===== config.mk =====
export PLATFORM = sky130hd
export DESIGN_NAME = dm_arbiter
export DESIGN_NICKNAME = d
export VERILOG_FILES = /design/src/rtl/dm_arbiter_pkg.sv /design/src/rtl/dm_arbiter.sv
export SDC_FILE = /design/constraint.sdc
export NUM_CORES = 1
export LEC_CHECK = 0
export BUFFER_PORTS_ARGS = -buffer_cell sky130_fd_sc_hd__buf_2
export CAP_MARGIN = 30
export CORE_AREA = 4 4 91 93
export DETAILED_ROUTE_END_ITERATION = 10
export DIE_AREA = 0 0 95 97
export SKIP_CTS_REPAIR_TIMING = 1
export SLEW_MARGIN = 5
export SYNTH_ARGS = -nofsm -noshare
export SYNTH_HDL_FRONTEND = slang
export SYNTH_SLANG_ARGS = --single-unit

===== constraint.sdc =====
create_clock -name clk -period 3 [get_ports clk]
set_input_delay 0 -clock clk [delete_from_list [all_inputs] [get_ports clk]]
set_output_delay 0 -clock clk [all_outputs]
set_load 0.03 [all_outputs]

===== src/rtl/dm_arbiter_pkg.sv =====
// Shared definitions for the two-port data-memory arbiter: FSM encoding,
// burst default and the saturating burst-counter helper.
package dm_arbiter_pkg;

  typedef enum logic [1:0] {
    ST_IDLE = 2'd0,
    ST_OWN0 = 2'd1,
    ST_OWN1 = 2'd2
  } state_t;

  localparam int BURST_MAX_DEFAULT = 4;
  localparam int BURST_W           = 4;
  localparam int DIGIT_W           = 3;
  localparam int NUM_PORTS         = 2;

  // Counter stops at the limit so a long contested hold cannot wrap past it.
  function automatic logic [BURST_W-1:0] burst_sat_inc(
    input logic [BURST_W-1:0] cnt,
    input logic [BURST_W-1:0] limit
  );
    burst_sat_inc = (cnt < limit) ? cnt + 1'b1 : cnt;
  endfunction

endpackage


===== src/rtl/dm_arbiter.sv =====
// Two-port round-robin data-memory arbiter with bounded bursts under contention.
// Grants are registered; the memory-side mux follows the owning port combinationally.
module dm_arbiter
  import dm_arbiter_pkg::*;
#(
  parameter int AW        = 9,
  parameter int DW        = 32,
  parameter int BURST_MAX = BURST_MAX_DEFAULT
) (
  input  logic               clk,
  input  logic               reset,
  input  logic               req0,
  input  logic               req1,
  input  logic               we0,
  input  logic               we1,
  input  logic [AW-1:0]      addr0,
  input  logic [AW-1:0]      addr1,
  input  logic [DW-1:0]      wdata0,
  input  logic [DW-1:0]      wdata1,
  input  logic [DIGIT_W-1:0] digit0,
  input  logic [DIGIT_W-1:0] digit1,
  output logic               gnt0,
  output logic               gnt1,
  output logic [DW-1:0]      rdata0,
  output logic [DW-1:0]      rdata1,
  output logic               dm_we,
  output logic [AW-1:0]      dm_addr,
  output logic [DW-1:0]      dm_din,
  output logic [DIGIT_W-1:0] dm_digit,
  input  logic [DW-1:0]      dm_dout
);

  localparam logic [BURST_W-1:0] BURST_LIMIT = BURST_W'(BURST_MAX);

  state_t               state_reg, state_next;
  logic                 last_owner_reg, last_owner_next;
  logic [BURST_W-1:0]   burst_cnt_reg, burst_cnt_next;

  logic [NUM_PORTS-1:0] req_vec;
  logic [NUM_PORTS-1:0] own_vec;
  logic [NUM_PORTS-1:0] we_vec;
  logic [NUM_PORTS-1:0] xfer_vec;

  assign req_vec = {req1, req0};
  assign we_vec  = {we1, we0};
  assign own_vec = {state_reg == ST_OWN1, state_reg == ST_OWN0};

  // A transfer needs both the registered grant and a still-live request.
  generate
    for (genvar gi = 0; gi < NUM_PORTS; gi++) begin : g_xfer
      assign xfer_vec[gi] = req_vec[gi] & own_vec[gi];
    end
  endgenerate

  always_ff @(posedge clk) begin
    if (reset) begin
      state_reg      <= ST_IDLE;
      last_owner_reg <= 1'b1;
      burst_cnt_reg  <= '0;
    end else begin
      state_reg      <= state_next;
      last_owner_reg <= last_owner_next;
      burst_cnt_reg  <= burst_cnt_next;
    end
  end

  always_comb begin
    state_next      = state_reg;
    last_owner_next = last_owner_reg;
    burst_cnt_next  = burst_cnt_reg;

    unique case (state_reg)
      ST_IDLE: begin
        if (req0 && req1) begin
          state_next = last_owner_reg ? ST_OWN0 : ST_OWN1;
        end else if (req0) begin
          state_next = ST_OWN0;
        end else if (req1) begin
          state_next = ST_OWN1;
        end
      end
      ST_OWN0: begin
        if (!req0) begin
          state_next = req1 ? ST_OWN1 : ST_IDLE;
        end else if (req1 && (burst_cnt_reg >= BURST_LIMIT)) begin
          state_next = ST_OWN1;
        end
      end
      ST_OWN1: begin
        if (!req1) begin
          state_next = req0 ? ST_OWN0 : ST_IDLE;
        end else if (req0 && (burst_cnt_reg >= BURST_LIMIT)) begin
          state_next = ST_OWN0;
        end
      end
      default: state_next = ST_IDLE;
    endcase

    // Burst length restarts on every ownership entry, counts while held.
    if (state_next == ST_OWN0 && state_reg != ST_OWN0) begin
      last_owner_next = 1'b0;
      burst_cnt_next  = BURST_W'(1);
    end else if (state_next == ST_OWN1 && state_reg != ST_OWN1) begin
      last_owner_next = 1'b1;
      burst_cnt_next  = BURST_W'(1);
    end else if (state_next != ST_IDLE) begin
      burst_cnt_next  = burst_sat_inc(burst_cnt_reg, BURST_LIMIT);
    end else begin
      burst_cnt_next  = '0;
    end
  end

  assign gnt0 = own_vec[0];
  assign gnt1 = own_vec[1];

  always_comb begin
    dm_we    = 1'b0;
    dm_addr  = '0;
    dm_din   = '0;
    dm_digit = '0;
    if (own_vec[0]) begin
      dm_we    = we_vec[0] & xfer_vec[0];
      dm_addr  = addr0;
      dm_din   = wdata0;
      dm_digit = digit0;
    end else if (own_vec[1]) begin
      dm_we    = we_vec[1] & xfer_vec[1];
      dm_addr  = addr1;
      dm_din   = wdata1;
      dm_digit = digit1;
    end
  end

  assign rdata0 = dm_dout;
  assign rdata1 = dm_dout;

endmodule


==> results.py <==
metrics = {
    "synthesis": {
        "yosysWarnings": 0,
        "synth_seq_cells": 7,
        "yosysSeqAreaShare": 0.103,
        "synth_flop_cell": "dfxtp_1",
        "yosysTopAreaCell": "buf_4",
        "synthDistinctLibCells": 34,
        "synth_area_per_cell_sq_um": 7.98,
        "synth_area_leaders": "buf_4 (35%), a22o_1 (28%), dfxtp_1 (10%)",
        "synth_fp_nets": 297,
        "synthArstFlopShare": 0,
        "synthesis.instances": 170,
        "synth.cell_area_sq_mm": 0.00136,
        "synth-edff-count": 0,
        "synth_top_area_share": 0.354,
    },
    "floorplanning": {
        "fp-row-count": 32,
        "dieArea_sq_mm": 0.00922,
        "die_x_um": 95,
        "initial_core_util": 0.180,
        "dieHeight_um": 97,
        "coreArea_sq_mm": 0.00753,
        "ios": 237,
    },
    "critical_path": {
        "crit_arrival_ns": 2.16,
        "cp.required_ns": 3.00,
        "crit_type": "reg2out",
        "crit_path_max_fanout": 27,
        "worstSetupEndpointType": "output port",
        "start_kind": "register",
    },
    "sta": {
        "fin_skew_ns": 0.00218,
        "slew_headroom": 0.591,
        "period_share": 0.720,
        "fin_crit_ns": 2.16,
        "report.final.slew_viol_count": 0,
        "hold_violations": 0,
        "rsz0062_at_grt": "no",
        "max_freq_mhz": 463,
        "fin_tns_setup_ns": 0,
        "finalSetupViolCount": 0,
        "fin_hold_ws_ns": 0.00000708,
        "worstMarginPinSlew_ns": 0.612,
    },
    "cells_and_area": {
        "finalNonFillerCells": 341,
        "largest_reg_flops": 4,
        "antennaDiodeCount": 0,
        "fin_nets": 367,
        "area_delta_synth_final_pct": 26.4,
        "drive_gt1_frac": 0.632,
    },
    "detailed_routing": {
        "vias_per_cell": 4.28,
        "vias": 1461,
        "ant_nets": 0,
        "drt-wirelength-per-cell_um": 15.4,
        "drt_wl_total_um": 5260,
        "firstDrtPassIters": 4,
        "drc": 0,
        "drtIter0Drc": 30,
    },
    "global_route": {
        "track_usage": 0.101,
        "grt_pass1_wl_um": 7390,
        "antenna_found_initial": 1,
        "grt_max_degree": 28,
        "grt_use_met3": 0.0381,
        "grt.overflow.total": 0,
        "grt_pass1_vias": 1412,
        "grtUsageMet1": 0.115,
        "busiest_layer": "met2",
        "met2_usage": 0.171,
    },
    "power_and_ir_drop": {
        "ir_worst_vdd_mv": 0.143,
        "p_per_area_mw_per_mm2": 329,
        "leakage_nw": 0.987,
    },
    "job": {
        "max-cap-violations": 0,
    },
    "placement": {
        "post-dp-hpwl_um": 4480,
        "dp_cells": 337,
        "gp_congestion": 0.789,
        "io_buffer_count": 140,
    },
    "cts": {
        "root_buffer": "clkbuf_8",
        "cts_num_sinks": 7,
        "clk_pin_slew_ns": 0.04,
        "clk_latency_ns": 0.23,
        "cts_tree": "built",
        "h-tree-depth": 1,
        "cts_made_buffers": 3,
        "clockBufferDepth": 2,
    },
    "outcome": {
        "status": "finished clean",
    },
    "hold_path": {
        "hold_path.class": "in2out",
    },
}
worst max-delay path: stages, from the launching register on:
cell     delay, ns
dfxtp_1       0.55
nor2b_4       0.61
buf_4         0.35
a22o_1        0.19
buf_2         0.20
final timing paths:
| kind | to | start | slack (ns) | cells past startpoint |
|---|---|---|---|---|
| worst min register to register | last_owner_reg | last_owner_reg | 0.49 | 2 |
| worst max-delay path | dm_din[31] | state_reg[0] | 0.84 | 4 |
| worst min-delay path | rdata1[21] | dm_dout[21] | 0.000007 | 0 |
| worst max register to register | burst_cnt_reg[2] | state_reg[0] | 1.27 | 3 |
report_power, final:
part           switching [mW]  internal, mW  leakage (nW)
registers             0.00892        0.0992        0.0575
clock network          0.0436        0.0922        0.0228
logic                   0.191         0.129         0.906
total                   0.243         0.321         0.987
cell usage in the layout (no fill, tap or decap), types with 2 or more instances in the layout:
| cell | instances |
|---|---|
| a21oi_1 | 4 |
| nor2b_4 | 2 |
| nor3b_1 | 2 |
| o21ai_0 | 2 |
| dfxtp_1 | 7 |
| nor4_1 | 3 |
| nor2_1 | 2 |
| a22o_1 | 44 |
| buf_4 | 2 |
| inv_1 | 4 |
| buf_2 | 140 |
| nand3_1 | 2 |
| clkbuf_8 | 3 |
| nand2_1 | 2 |
layer usage:
layer / vias up / share of wire
met2: 78 / 0.47
met3: 18 / 0.12
met1: 664 / 0.39
met4: 2 / 0.023
met5: - / 0.0025
li1: 699 / -
kinds of logic (layout without fill, tap and decap cells):
group,count (synthesis),in the layout,synth area share
flops,7,7,0.103
compound gates,59,59,0.368
mux,1,1,0.00738
buf+inv,81,150,0.413
fa+ha+maj,1,1,0.00922
simple gates,21,21,0.0987
synth_stat cells (2+ instances only):
cell type / count
buf_4: 64
a22o_1: 44
buf_2: 7
dfxtp_1: 7
a21oi_1: 4
clkbuf_1: 4
inv_1: 4
nor2b_1: 3
nor4_1: 3
nand2_1: 2
nand3_1: 2
nor2_1: 2
nor3b_1: 2
o21ai_0: 2
stage by stage:
step / setup WS, ns / util / cell area (sq um) / total power [mW]
after CTS: 0.805 / 0.228 / 1710 / 0.568
after floorplan: 1.35 / - / 1360 / 0.464
final: 0.841 / 0.228 / 1710 / 0.564
after global placement: 1.15 / 0.222 / 1670 / 0.430
after global routing: 0.691 / 0.228 / 1710 / 0.594
after detailed placement: 1.05 / 0.222 / 1670 / 0.433
cell type report:
class / instances / area [sq um]
inverter: 4 / 15.0
timing repair buffer: 142 / 716
fill: 874 / 5810
sequential: 7 / 140
tap: 102 / 128
multi-input combinational: 82 / 671
clock buffer: 4 / 45.0
Power figures use the tool's default switching activity.
